File: config.mk
export PLATFORM = sky130hd
export DESIGN_NAME = mips_id_ex_hazard_flat
export DESIGN_NICKNAME = d
export VERILOG_FILES = /design/src/rtl/mips_pkg.sv /design/src/rtl/mips_id_ex_hazard_if.sv /design/src/rtl/mips_hazard_unit.sv /design/src/rtl/mips_id_ex_hazard.sv /design/src/flat_wrapper.sv
export SDC_FILE = /design/constraint.sdc
export NUM_CORES = 2
export LEC_CHECK = 0
export CAP_MARGIN = 30
export CORE_UTILIZATION = 40
export DETAILED_ROUTE_END_ITERATION = 8
export PLACE_DENSITY_LB_ADDON = 0.08
export SLEW_MARGIN = 20
export SYNTH_ARGS = -nofsm -noshare
export SYNTH_HDL_FRONTEND = slang
export SYNTH_HIERARCHICAL = 1
export SYNTH_SLANG_ARGS = --single-unit
File: constraint.sdc
create_clock -name clk -period 6 [get_ports clk]
set_input_delay 1.2 -clock clk [delete_from_list [all_inputs] [get_ports clk]]
set_output_delay 1.2 -clock clk [all_outputs]
set_load 0.005 [all_outputs]
File: src/rtl/mips_pkg.sv
// Shared encodings and pipeline-register layouts for the MIPS ID/EX/MEM slice.
package mips_pkg;

    localparam int XLEN   = 32;
    localparam int REG_AW = 5;

    // Primary opcodes (instr[31:26])
    localparam logic [5:0] OP_RTYPE = 6'b000000;
    localparam logic [5:0] OP_LW    = 6'b100011;
    localparam logic [5:0] OP_SW    = 6'b101011;
    localparam logic [5:0] OP_BEQ   = 6'b000100;
    localparam logic [5:0] OP_ADDI  = 6'b001000;

    // R-type function codes (instr[5:0])
    localparam logic [5:0] F_ADD = 6'b100000;
    localparam logic [5:0] F_SUB = 6'b100010;
    localparam logic [5:0] F_AND = 6'b100100;
    localparam logic [5:0] F_OR  = 6'b100101;
    localparam logic [5:0] F_SLT = 6'b101010;
    localparam logic [5:0] F_SLL = 6'b000000;

    typedef enum logic [2:0] {
        ALU_AND = 3'b000,
        ALU_OR  = 3'b001,
        ALU_ADD = 3'b010,
        ALU_SLL = 3'b100,
        ALU_SUB = 3'b110,
        ALU_SLT = 3'b111
    } alu_ctrl_e;

    // Operand source for the EX-stage ALU inputs
    typedef enum logic [1:0] {
        FWD_NONE = 2'b00,
        FWD_W    = 2'b01,
        FWD_M    = 2'b10
    } fwd_sel_e;

    typedef struct packed {
        logic      reg_write;
        logic      mem_to_reg;
        logic      mem_write;
        logic      alu_src;
        logic      reg_dst;
        logic      branch;
        alu_ctrl_e alu_ctrl;
    } ctrl_t;

    typedef struct packed {
        logic                reg_write;
        logic                mem_to_reg;
        logic                mem_write;
        logic                alu_src;
        logic                reg_dst;
        alu_ctrl_e           alu_ctrl;
        logic [XLEN-1:0]     rd1;
        logic [XLEN-1:0]     rd2;
        logic [REG_AW-1:0]   rs;
        logic [REG_AW-1:0]   rt;
        logic [REG_AW-1:0]   rd;
        logic [4:0]          shamt;
        logic [XLEN-1:0]     sign_imm;
    } id_ex_t;

    typedef struct packed {
        logic                reg_write;
        logic                mem_to_reg;
        logic                mem_write;
        logic [XLEN-1:0]     alu_out;
        logic [XLEN-1:0]     write_data;
        logic [REG_AW-1:0]   write_reg;
    } ex_mem_t;

    // Unknown funct codes fall back to add so the ALU output is well defined.
    function automatic alu_ctrl_e funct_to_alu(input logic [5:0] funct);
        case (funct)
            F_ADD:   return ALU_ADD;
            F_SUB:   return ALU_SUB;
            F_AND:   return ALU_AND;
            F_OR:    return ALU_OR;
            F_SLT:   return ALU_SLT;
            F_SLL:   return ALU_SLL;
            default: return ALU_ADD;
        endcase
    endfunction

    // Main decoder; unsupported opcodes leave every write/branch control low.
    function automatic ctrl_t decode(input logic [5:0] op, input logic [5:0] funct);
        ctrl_t c;
        c          = '0;
        c.alu_ctrl = ALU_ADD;
        case (op)
            OP_RTYPE: begin
                c.reg_write = 1'b1;
                c.reg_dst   = 1'b1;
                c.alu_ctrl  = funct_to_alu(funct);
            end
            OP_LW: begin
                c.reg_write  = 1'b1;
                c.mem_to_reg = 1'b1;
                c.alu_src    = 1'b1;
            end
            OP_SW: begin
                c.mem_write = 1'b1;
                c.alu_src   = 1'b1;
            end
            OP_BEQ: begin
                c.branch = 1'b1;
            end
            OP_ADDI: begin
                c.reg_write = 1'b1;
                c.alu_src   = 1'b1;
            end
            default: ;
        endcase
        return c;
    endfunction

endpackage

File: src/rtl/mips_id_ex_hazard_if.sv
// Boundary of the ID/EX/MEM slice: decode instruction in, writeback in,
// stall/branch controls and the EX/MEM register contents out.
interface mips_id_ex_hazard_if;

    logic [31:0] cmdD;
    logic [31:0] PCPlusFourD;
    logic        RegWriteW;
    logic [4:0]  WriteRegW;
    logic [31:0] ResultW;

    logic        StallF;
    logic        StallD;
    logic        PCSrcD;
    logic [31:0] PCBranchD;
    logic        RegWriteM;
    logic        MemtoRegM;
    logic        MemWriteM;
    logic [4:0]  WriteRegM;
    logic [31:0] ALUOutM;
    logic [31:0] WriteDataM;

    // Fetch/writeback side that feeds the slice
    modport master (
        output cmdD, PCPlusFourD, RegWriteW, WriteRegW, ResultW,
        input  StallF, StallD, PCSrcD, PCBranchD,
               RegWriteM, MemtoRegM, MemWriteM, WriteRegM, ALUOutM, WriteDataM
    );

    // The slice itself
    modport slave (
        input  cmdD, PCPlusFourD, RegWriteW, WriteRegW, ResultW,
        output StallF, StallD, PCSrcD, PCBranchD,
               RegWriteM, MemtoRegM, MemWriteM, WriteRegM, ALUOutM, WriteDataM
    );

endinterface

File: src/rtl/mips_hazard_unit.sv
// Forwarding selects and stall/flush generation for the 5-stage pipeline.
// Purely combinational.
module mips_hazard_unit
    import mips_pkg::*;
(
    input  logic [4:0] rs_d,
    input  logic [4:0] rt_d,
    input  logic       branch_d,
    input  logic [4:0] rs_e,
    input  logic [4:0] rt_e,
    input  logic [4:0] write_reg_e,
    input  logic       reg_write_e,
    input  logic       mem_to_reg_e,
    input  logic [4:0] write_reg_m,
    input  logic       reg_write_m,
    input  logic       mem_to_reg_m,
    input  logic [4:0] write_reg_w,
    input  logic       reg_write_w,
    output fwd_sel_e   forward_ae,
    output fwd_sel_e   forward_be,
    output logic       forward_ad,
    output logic       forward_bd,
    output logic       stall_f,
    output logic       stall_d,
    output logic       flush_e
);

    logic lw_stall;
    logic branch_stall;
    logic stall;

    // EX-operand forwarding: the younger M-stage result wins over W
    always_comb begin
        // NOTE: every output of a combinational block gets a default first so no latch is inferred.
        forward_ae = FWD_NONE;
        forward_be = FWD_NONE;
        if (rs_e != 5'd0 && reg_write_m && write_reg_m == rs_e)
            forward_ae = FWD_M;
        else if (rs_e != 5'd0 && reg_write_w && write_reg_w == rs_e)
            forward_ae = FWD_W;
        if (rt_e != 5'd0 && reg_write_m && write_reg_m == rt_e)
            forward_be = FWD_M;
        else if (rt_e != 5'd0 && reg_write_w && write_reg_w == rt_e)
            forward_be = FWD_W;
    end

    // Decode-stage branch comparator may take the M-stage ALU result
    assign forward_ad = (rs_d != 5'd0) && reg_write_m && (write_reg_m == rs_d);
    assign forward_bd = (rt_d != 5'd0) && reg_write_m && (write_reg_m == rt_d);

    // Load-use and branch-operand-not-ready stalls
    assign lw_stall     = mem_to_reg_e && (rt_e == rs_d || rt_e == rt_d);
    assign branch_stall = branch_d &&
                          ((reg_write_e  && (write_reg_e == rs_d || write_reg_e == rt_d)) ||
                           (mem_to_reg_m && (write_reg_m == rs_d || write_reg_m == rt_d)));
    assign stall        = lw_stall || branch_stall;

    assign stall_f = stall;
    assign stall_d = stall;
    assign flush_e = stall;

endmodule

File: src/rtl/mips_id_ex_hazard.sv
// Decode, execute and EX/MEM stages of a classic 5-stage MIPS pipeline,
// with register file, early branch resolution and hazard handling.
module mips_id_ex_hazard
    import mips_pkg::*;
#(
    parameter int DATA_W = 32,
    parameter int NREG   = 32
) (
    input  logic                   clk,
    input  logic                   rst_n,
    mips_id_ex_hazard_if.slave     bus
);

    // ---------------- Decode stage ----------------
    logic [5:0]  op_d;
    logic [5:0]  funct_d;
    logic [4:0]  rs_d;
    logic [4:0]  rt_d;
    logic [4:0]  rd_d;
    logic [4:0]  shamt_d;
    logic [31:0] sign_imm_d;
    ctrl_t       ctrl_d;

    assign op_d       = bus.cmdD[31:26];
    assign rs_d       = bus.cmdD[25:21];
    assign rt_d       = bus.cmdD[20:16];
    assign rd_d       = bus.cmdD[15:11];
    assign shamt_d    = bus.cmdD[10:6];
    assign funct_d    = bus.cmdD[5:0];
    assign sign_imm_d = {{16{bus.cmdD[15]}}, bus.cmdD[15:0]};
    assign ctrl_d     = decode(op_d, funct_d);

    logic [DATA_W-1:0] regs [NREG];
    logic [31:0]       rd1_d;
    logic [31:0]       rd2_d;
    logic              wb_en;

    assign wb_en = bus.RegWriteW && (bus.WriteRegW != 5'd0);

    // Register file write port; $0 is never written
    always_ff @(posedge clk or negedge rst_n) begin
        if (!rst_n) begin
            // NOTE: the register file is cleared on reset, so it is built from flops rather than a RAM macro.
            for (int i = 0; i < NREG; i++)
                regs[i] <= '0;
        end else if (wb_en) begin
            // NOTE: state is updated with non-blocking assignments so every flop samples pre-edge values.
            regs[bus.WriteRegW] <= bus.ResultW;
        end
    end

    // Read ports: $0 reads zero, a same-cycle writeback is passed straight through
    always_comb begin
        rd1_d = regs[rs_d];
        rd2_d = regs[rt_d];
        if (rs_d == 5'd0)
            rd1_d = '0;
        else if (wb_en && bus.WriteRegW == rs_d)
            rd1_d = bus.ResultW;
        if (rt_d == 5'd0)
            rd2_d = '0;
        else if (wb_en && bus.WriteRegW == rt_d)
            rd2_d = bus.ResultW;
    end

    // ---------------- Hazard unit ----------------
    id_ex_t   id_ex;
    ex_mem_t  ex_mem;
    logic [4:0] write_reg_e;
    fwd_sel_e forward_ae;
    fwd_sel_e forward_be;
    logic     forward_ad;
    logic     forward_bd;
    logic     stall_f;
    logic     stall_d;
    logic     flush_e;

    mips_hazard_unit u_hazard (
        .rs_d         (rs_d),
        .rt_d         (rt_d),
        .branch_d     (ctrl_d.branch),
        .rs_e         (id_ex.rs),
        .rt_e         (id_ex.rt),
        .write_reg_e  (write_reg_e),
        .reg_write_e  (id_ex.reg_write),
        .mem_to_reg_e (id_ex.mem_to_reg),
        .write_reg_m  (ex_mem.write_reg),
        .reg_write_m  (ex_mem.reg_write),
        .mem_to_reg_m (ex_mem.mem_to_reg),
        .write_reg_w  (bus.WriteRegW),
        .reg_write_w  (bus.RegWriteW),
        .forward_ae   (forward_ae),
        .forward_be   (forward_be),
        .forward_ad   (forward_ad),
        .forward_bd   (forward_bd),
        .stall_f      (stall_f),
        .stall_d      (stall_d),
        .flush_e      (flush_e)
    );

    // ---------------- Early branch resolution ----------------
    logic [31:0] cmp_a;
    logic [31:0] cmp_b;

    assign cmp_a = forward_ad ? ex_mem.alu_out : rd1_d;
    assign cmp_b = forward_bd ? ex_mem.alu_out : rd2_d;

    assign bus.PCSrcD    = rst_n && ctrl_d.branch && (cmp_a == cmp_b);
    assign bus.PCBranchD = {sign_imm_d[29:0], 2'b00} + bus.PCPlusFourD;
    assign bus.StallF    = rst_n && stall_f;
    assign bus.StallD    = rst_n && stall_d;

    // ---------------- ID/EX register ----------------
    id_ex_t id_ex_next;

    always_comb begin
        id_ex_next            = '0;
        id_ex_next.reg_write  = ctrl_d.reg_write;
        id_ex_next.mem_to_reg = ctrl_d.mem_to_reg;
        id_ex_next.mem_write  = ctrl_d.mem_write;
        id_ex_next.alu_src    = ctrl_d.alu_src;
        id_ex_next.reg_dst    = ctrl_d.reg_dst;
        id_ex_next.alu_ctrl   = ctrl_d.alu_ctrl;
        id_ex_next.rd1        = rd1_d;
        id_ex_next.rd2        = rd2_d;
        id_ex_next.rs         = rs_d;
        id_ex_next.rt         = rt_d;
        id_ex_next.rd         = rd_d;
        id_ex_next.shamt      = shamt_d;
        id_ex_next.sign_imm   = sign_imm_d;
    end

    // Capture decode results each edge; a flush inserts an all-zero bubble
    always_ff @(posedge clk or negedge rst_n) begin
        if (!rst_n)
            id_ex <= '0;
        else if (flush_e)
            id_ex <= '0;
        else
            id_ex <= id_ex_next;
    end

    // ---------------- Execute stage ----------------
    logic [31:0] src_a;
    logic [31:0] write_data_e;
    logic [31:0] src_b;
    logic [31:0] alu_out_e;

    assign write_reg_e = id_ex.reg_dst ? id_ex.rd : id_ex.rt;

    // Operand forwarding muxes
    always_comb begin
        src_a        = id_ex.rd1;
        write_data_e = id_ex.rd2;
        case (forward_ae)
            FWD_M:   src_a = ex_mem.alu_out;
            FWD_W:   src_a = bus.ResultW;
            default: ;
        endcase
        case (forward_be)
            FWD_M:   write_data_e = ex_mem.alu_out;
            FWD_W:   write_data_e = bus.ResultW;
            default: ;
        endcase
    end

    assign src_b = id_ex.alu_src ? id_ex.sign_imm : write_data_e;

    // ALU; sll shifts the (forwarded) Rt value by the instruction's shamt
    always_comb begin
        alu_out_e = '0;
        case (id_ex.alu_ctrl)
            ALU_ADD: alu_out_e = src_a + src_b;
            ALU_SUB: alu_out_e = src_a - src_b;
            ALU_AND: alu_out_e = src_a & src_b;
            ALU_OR:  alu_out_e = src_a | src_b;
            ALU_SLT: alu_out_e = {31'd0, $signed(src_a) < $signed(src_b)};
            ALU_SLL: alu_out_e = write_data_e << id_ex.shamt;
            default: alu_out_e = '0;
        endcase
    end

    // ---------------- EX/MEM register ----------------
    // Capture EX results every edge
    always_ff @(posedge clk or negedge rst_n) begin
        if (!rst_n) begin
            ex_mem <= '0;
        end else begin
            ex_mem.reg_write  <= id_ex.reg_write;
            ex_mem.mem_to_reg <= id_ex.mem_to_reg;
            ex_mem.mem_write  <= id_ex.mem_write;
            ex_mem.alu_out    <= alu_out_e;
            ex_mem.write_data <= write_data_e;
            ex_mem.write_reg  <= write_reg_e;
        end
    end

    assign bus.RegWriteM  = ex_mem.reg_write;
    assign bus.MemtoRegM  = ex_mem.mem_to_reg;
    assign bus.MemWriteM  = ex_mem.mem_write;
    assign bus.WriteRegM  = ex_mem.write_reg;
    assign bus.ALUOutM    = ex_mem.alu_out;
    assign bus.WriteDataM = ex_mem.write_data;

endmodule

File: src/flat_wrapper.sv
// flat-port wrapper written by rule: the top's interface ports become plain ports
module mips_id_ex_hazard_flat import mips_pkg::*;
#(
    parameter int DATA_W = 32,
    parameter int NREG   = 32
)
  (clk, rst_n, bus_cmdD, bus_PCPlusFourD, bus_RegWriteW, bus_WriteRegW, bus_ResultW, bus_StallF, bus_StallD, bus_PCSrcD, bus_PCBranchD, bus_RegWriteM, bus_MemtoRegM, bus_MemWriteM, bus_WriteRegM, bus_ALUOutM, bus_WriteDataM);
  mips_id_ex_hazard_if bus_i ();
  input  logic clk;
  input  logic rst_n;
  input wire logic [$bits(bus_i.cmdD)-1:0] bus_cmdD;
  input wire logic [$bits(bus_i.PCPlusFourD)-1:0] bus_PCPlusFourD;
  input wire logic [$bits(bus_i.RegWriteW)-1:0] bus_RegWriteW;
  input wire logic [$bits(bus_i.WriteRegW)-1:0] bus_WriteRegW;
  input wire logic [$bits(bus_i.ResultW)-1:0] bus_ResultW;
  output wire logic [$bits(bus_i.StallF)-1:0] bus_StallF;
  output wire logic [$bits(bus_i.StallD)-1:0] bus_StallD;
  output wire logic [$bits(bus_i.PCSrcD)-1:0] bus_PCSrcD;
  output wire logic [$bits(bus_i.PCBranchD)-1:0] bus_PCBranchD;
  output wire logic [$bits(bus_i.RegWriteM)-1:0] bus_RegWriteM;
  output wire logic [$bits(bus_i.MemtoRegM)-1:0] bus_MemtoRegM;
  output wire logic [$bits(bus_i.MemWriteM)-1:0] bus_MemWriteM;
  output wire logic [$bits(bus_i.WriteRegM)-1:0] bus_WriteRegM;
  output wire logic [$bits(bus_i.ALUOutM)-1:0] bus_ALUOutM;
  output wire logic [$bits(bus_i.WriteDataM)-1:0] bus_WriteDataM;
  assign bus_i.cmdD = bus_cmdD;
  assign bus_i.PCPlusFourD = bus_PCPlusFourD;
  assign bus_i.RegWriteW = bus_RegWriteW;
  assign bus_i.WriteRegW = bus_WriteRegW;
  assign bus_i.ResultW = bus_ResultW;
  assign bus_StallF = bus_i.StallF;
  assign bus_StallD = bus_i.StallD;
  assign bus_PCSrcD = bus_i.PCSrcD;
  assign bus_PCBranchD = bus_i.PCBranchD;
  assign bus_RegWriteM = bus_i.RegWriteM;
  assign bus_MemtoRegM = bus_i.MemtoRegM;
  assign bus_MemWriteM = bus_i.MemWriteM;
  assign bus_WriteRegM = bus_i.WriteRegM;
  assign bus_ALUOutM = bus_i.ALUOutM;
  assign bus_WriteDataM = bus_i.WriteDataM;
  mips_id_ex_hazard #(.DATA_W(DATA_W), .NREG(NREG)) u_core (.clk(clk), .rst_n(rst_n), .bus(bus_i));
endmodule
Yosys cells after proc, flatten, opt, wreduce, memory -nomap -nowiden:

Cells that the tools add are included.

* output and inout port bits: 107
* register bits after elaboration: 1220
* bits of input ports: 104
* logic and storage cells: 168

* multiplexer cells: 33
* magnitude comparators: 5
* equality and inequality tests: 30
* bitwise logic cells: 5
* $add $sub $neg: 3
* reductions and logical operators: 40
* shifts and indexed selects: 1

Operator list (count)
* 1024-bit bitwise mux: 1
* 32-bit two-way mux: 12
* 32-bit binary-select mux with 5-bit select: 2
* 32-bit one-hot mux with 6 select lines: 1
* 32-bit demux with 5-bit select: 1
* 32-bit one-hot mux with 2 select lines: 2
* 124-bit two-way mux: 1
* 32-bit adder: 2
* 5-bit == test: 12
* 6-bit == test (second input constant): 6
* 32-bit AND: 1
* 32-bit == test: 1
* 32-bit less-than comparator: 1
* 32-bit OR: 1
* 32-bit by 5-bit left shift with 32-bit output: 1
* 32-bit subtractor: 1
* 5-bit nonzero test: 5
* 1-bit logical AND: 23
* 6-bit greater-or-equal comparator (second input constant): 3
* 5-bit NOT with 6-bit output: 3
* 3-bit one-hot mux with 5 select lines: 1
* 6-bit zero test: 2
* 5-bit zero test: 2
* 3-bit == test (second input constant): 3
* 14 further kinds: 29

Depth between registers and ports, before layout:

* depth after elaboration: 10
* gate-level depth with buffers: 26
* depth with buffers taken out: 23

Cells and area by module:

The synthesis kept the hierarchy.

By module, submodules not included
* mips_id_ex_hazard: sequential area each 29878.7 sq um, times used 1, cells an instance 5662, area an instance 71300.9 sq um
* mips_hazard_unit: sequential area each 0.0 sq um, times used 1, cells an instance 92, area an instance 704.4 sq um

Worst setup path after synthesis:

Ideal clock, no wire load.

* path kind: input to output
* start: input port bus_cmdD[16]
* end: output port bus_PCSrcD
* stages on the path: 13
* arrival: 4.436 ns
* setup slack: 0.364 ns
* data required time: 4.800 ns
* buffers on the path: 4
* cells stage by stage: buf_4 > buf_2 > buf_4 > buf_2 > mux4_2 > mux4_2 > a221oi_1 > a22oi_1 > nor2_1 > a21oi_1 > a22oi_1 > a41oi_1 > nor4_2

* cells in the longest elaborated chain, start to end: 9
* elaborated cells on any way between the ends: 16
* those cells by class: 3 x eq/ne; 6 x mux; 1 x bitwise; 6 x reduce/logical

Ends and longest elaborated chain
* start: declaration: RTL line flat_wrapper.sv:11 `input wire logic [$bits(bus_i.cmdD)-1:0] bus_cmdD;`
* 5-bit NOT with 6-bit output (implied by the code): RTL line mips_id_ex_hazard.sv:55 `rd2_d = regs[rt_d];`
* 32-bit binary-select mux with 5-bit select: RTL line mips_id_ex_hazard.sv:55
* 32-bit two-way mux (implied by the code) (2 in a row): RTL line mips_id_ex_hazard.sv:55
* 32-bit two-way mux: RTL line mips_id_ex_hazard.sv:62 `else if (wb_en && bus.WriteRegW == rt_d)`
* 32-bit two-way mux: RTL line mips_id_ex_hazard.sv:60 `if (rt_d == 5'd0)`
* 32-bit two-way mux (*): RTL line mips_id_ex_hazard.sv:106 `assign cmp_b = forward_bd ? ex_mem.alu_out : rd2_d;`
* 32-bit == test (*): RTL line mips_id_ex_hazard.sv:108 `assign bus.PCSrcD = rst_n && ctrl_d.branch && (cmp_a == cmp_b);`
* 1-bit logical AND (*): RTL line mips_id_ex_hazard.sv:108
* end: declaration: RTL line flat_wrapper.sv:18 `output wire logic [$bits(bus_i.PCSrcD)-1:0] bus_PCSrcD;`

Every way passes the cells marked *; elsewhere a longest branch is shown, timed or not. The select of a mux whose other input is x is not followed.

Final worst setup path:

* start: input port bus_cmdD[18]
* end: output port bus_PCSrcD

The elaborated chain is that of the path after synthesis.

==> impl_table.tex <==
\begin{tabular}{lr}
\hline
Metric & Value \\
\hline
\multicolumn{2}{l}{\textbf{Die}} \\
Die Span X & 426.3 µm \\
Overall die height & 426.3 µm \\
DIE AREA & 0.1817 mm² \\
Core Footprint & 0.1786 mm² \\
Initial Util & 40.31\% \\
Number of top-level design ports & 211 \\
Standard-cell row count & 155 \\
\multicolumn{2}{l}{\textbf{Synthesis}} \\
Main flop type after synthesis & sky130\_fd\_sc\_hd\_\_dfrtp\_1 \\
Yosys warns & 6 \\
Synth Instances & 5754 \\
Complex-gate fraction of the synthesized area & 9.091\% \\
Simple-gate portion of the synthesized area & 5.423\% \\
Seq/Total Area, Yosys & 41.50\% \\
Synth Area in Adders & 2.394\% \\
Synth Register Bits & 1194 \\
Post-Synthesis Cell Area & 0.07201 mm² \\
Multiplexer share of the synthesized area & 35.31\% \\
Number of distinct library cells after synthesis & 86 \\
Proportion of synthesized flip-flops having asynchronous set or reset & 100.0\% \\
Post-synthesis area per instance & 12.51 µm² \\
Net Count, Synth & 5994 \\
XOR/XNOR Fraction of Synth Area & 1.861\% \\
EDFF count, synth & 0 \\
Dominant combinational cell family by area after synthesis & multiplexers \\
\multicolumn{2}{l}{\textbf{Hold path}} \\
Worst min-delay path category & in2async \\
\multicolumn{2}{l}{\textbf{Global routing}} \\
Tot GR Track Use & 32.08\% \\
First-pass GRT wire length & 416.8 mm \\
Vias in the first global route & 55811 \\
Total global routing overflow & 0 \\
Antenna violations before repair & 7 \\
Maximum number of pins on one net before global-route repair & 170 \\
\multicolumn{2}{l}{\textbf{Timing}} \\
Time the final worst path needs with I/O delays and setup & 6344 ps \\
Ratio of final minimum period to clock period & 105.7\% \\
Worst slew slack as a fraction of its limit & 24.58\% \\
Unrepaired setup endpoints after global routing & yes \\
Post-route setup slack & -344.1 ps \\
Sum of negative setup slack & -344.1 ps \\
Count of final max-slew check failures & 0 \\
Transition time at the pin with the least slew margin & 1131 ps \\
Number of hold violations in the final report & 0 \\
Count of endpoints failing setup in the final report & 1 \\
Fmax & 157.6 MHz \\
Final setup skew & 47.23 ps \\
\multicolumn{2}{l}{\textbf{Pwr}} \\
Leakage & 39.73 nW \\
Peak supply drop & 0.0002250 V \\
Power per cell area & 326.5 mW/mm² \\
\multicolumn{2}{l}{\textbf{CTS}} \\
Total clock buffers created by CTS & 144 \\
Hold-fix buffers, CTS & 0 \\
Clock H-tree levels & 4 \\
Root cell of the clock tree & sky130\_fd\_sc\_hd\_\_clkbuf\_16 \\
CTS tree & built \\
Clock net sink count & 1194 \\
Clock insertion delay at the later pin of the skew report & 850 ps \\
Clock transition at the registers of the reported paths & 60 ps \\
Clock Path Buffers & 3 \\
\multicolumn{2}{l}{\textbf{Routing}} \\
Count of vias placed by the detailed router & 55436 \\
Average detailed-routed wire length per instance & 32.13 µm \\
Violation count after the first detailed-route iteration & 5130 \\
Final Routed Wirelength & 292.8 mm \\
DR pass1 iterations & 6 \\
Count of nets left with antenna violations after detail routing & 0 \\
Number of DRC violations after detailed routing & 0 \\
Vias per cell & 6.083 \\
\multicolumn{2}{l}{\textbf{Cells and area}} \\
Area growth from synthesis to layout & 25.27\% \\
FF+latch area & 0.02988 mm² \\
Final-stage net count & 6883 \\
Fraction of final layout cells with drive strength greater than 1 & 45.47\% \\
Final standard cell utilization of the core & 50.50\% \\
Commonest cells after routing, fill and taps aside & sky130\_fd\_sc\_hd\_\_dfrtp\_1, sky130\_fd\_sc\_hd\_\_mux2\_2, sky130\_fd\_sc\_hd\_\_buf\_4, sky130\_fd\_sc\_hd\_\_mux4\_2, sky130\_fd\_sc\_hd\_\_nand2\_1 \\
Commonest non-fill, non-tap cell in the layout & sky130\_fd\_sc\_hd\_\_dfrtp\_1 \\
Count of fill cells added during filler insertion & 15815 \\
Area used by multi-input combinational logic & 0.03966 mm² \\
\multicolumn{2}{l}{\textbf{Placed design}} \\
Final HPWL from detailed placement & 209.4 mm \\
Count of buffers inserted at the top-level ports & 206 \\
Final weighted congestion of routability-driven global placement & 0.9814 \\
\multicolumn{2}{l}{\textbf{Setup path}} \\
Worst Path Max Fanout & 8 \\
Nature of the critical path endpoint & output pin \\
CP Data Arrival Time & 5140 ps \\
Data required time at the worst endpoint & 4800 ps \\
Worst Path Class, Setup & in2out \\
Critical Path Start Type & input pin \\
\multicolumn{2}{l}{\textbf{Run}} \\
Max\_cap viols & 0 \\
\multicolumn{2}{l}{\textbf{Run status}} \\
Violated checks & negative setup slack \\
Run status & complete, but fails checks \\
\hline
\end{tabular}
through the flow:
step / std cells / setup slack, ps / area, µm² / total power [W] / hold slack [ps]
2_1_floorplan: 5754 / 364.3 / 72010 / 0.01571 / 331.2
3_3_place_gp: 8796 / -1836 / 83660 / 0.01985 / 335.7
3_5_place_dp: 8802 / -1733 / 83800 / 0.01998 / 345.7
4_1_cts: 9091 / -421.4 / 89620 / 0.02943 / 169.7
5_1_grt: 9112 / -386.9 / 90190 / 0.03074 / 214.4
6_report: 9114 / -344.1 / 90200 / 0.02945 / 224.9
worst max-delay path: stages:
cell	delay, ps
sky130_fd_sc_hd__buf_6	150
sky130_fd_sc_hd__buf_12	170
sky130_fd_sc_hd__buf_4	160
sky130_fd_sc_hd__buf_4	170
sky130_fd_sc_hd__mux4_2	360
sky130_fd_sc_hd__o22ai_2	110
sky130_fd_sc_hd__nor4_1	320
sky130_fd_sc_hd__buf_4	240
sky130_fd_sc_hd__mux2i_1	110
sky130_fd_sc_hd__or2_2	350
sky130_fd_sc_hd__xnor2_1	140
sky130_fd_sc_hd__o22ai_1	180
sky130_fd_sc_hd__a211o_1	150
sky130_fd_sc_hd__nand4_1	100
sky130_fd_sc_hd__or4_4	510
sky130_fd_sc_hd__nor4_4	430
sky130_fd_sc_hd__buf_4	190
sky130_fd_sc_hd__buf_6	80
layer usage:
metal  vias up  wire (µm)  global-route usage (%)  share of wire (%)
met5         -         27                       0             0.0092
met4         4      11560                   11.94                3.9
met3       466      17190                   4.683                5.9
met2      1954     137700                   51.29                 47
met1     29469     126300                   44.16                 43
li1      23543          -                       -                  -
registers in the layout, summed over array words and instances (netlist names):
register / cells
u_core/regs: 1024
u_core/bus.WriteRegM: 5
u_core/bus.MemWriteM: 1
u_core/bus.RegWriteM: 1
u_core/bus.MemtoRegM: 1
u_core/bus.WriteDataM: 32
u_core/id_ex: 98
u_core/bus.ALUOutM: 32
layout make-up:
cell class	instances	share of cell area [%]
sequential	1194	33.13
clock buffer	209	4.682
timing repair buffer	1315	13.37
inverter	180	0.7518
tap	2355	3.267
antenna	3	0.008323
multi-input combinational	3808	43.97
clock inverter	50	0.8198
cell families after synthesis:
logic type                 Yosys count
xor gates and xnor gates           153
AOI/OAI and AO/OA                  947
and+or+nand+nor                    825
buffers and inverters              752
muxes                             1747
adders and majority gates          136
DFF                               1194
Yosys cell counts, types with 101 or more instances:
master                        n  area share [%]
sky130_fd_sc_hd__dfrtp_1   1194              41
sky130_fd_sc_hd__mux2_2    1022              16
sky130_fd_sc_hd__mux4_2     532              17
sky130_fd_sc_hd__clkbuf_1   355             1.9
sky130_fd_sc_hd__nand2_1    264             1.4
sky130_fd_sc_hd__nor2_1     221             1.2
sky130_fd_sc_hd__o21ai_0    211             1.5
sky130_fd_sc_hd__mux2i_1    193             2.7
sky130_fd_sc_hd__inv_1      176            0.92
sky130_fd_sc_hd__a21oi_1    167             1.2
sky130_fd_sc_hd__ha_1       133             2.3
sky130_fd_sc_hd__a22oi_1    103             1.1
sky130_fd_sc_hd__buf_1      101            0.53
worst paths after layout:
path                              startpoint                      to  slack (ps)  depth (start not counted)
min reg2reg                u_core/id_ex[121]    u_core/bus.MemWriteM         350                          0
max in group asynchronous              rst_n        u_core/regs[210]        3150                          5
min                                    rst_n        u_core/regs[519]         220                          1
max reg2reg                 u_core/id_ex[43]  u_core/bus.ALUOutM[27]         300                         26
min in group clk           u_core/id_ex[121]    u_core/bus.MemWriteM         350                          0
max                             bus_cmdD[18]              bus_PCSrcD        -340                         18
timing repair:
item	CTS	global route
gates resized for setup	105	65
pin swaps	24	23
setup endpoints to repair	7	17
setup buffers	23	13
cloned	7	3
where the power goes:
group / total [W] / internal (W) / switching, W
logic: 0.00914 / 0.00496 / 0.00418
registers: 0.0110 / 0.00962 / 0.00141
clock network: 0.00927 / 0.00552 / 0.00375
No activity file was read; power rests on OpenSTA's default activity.
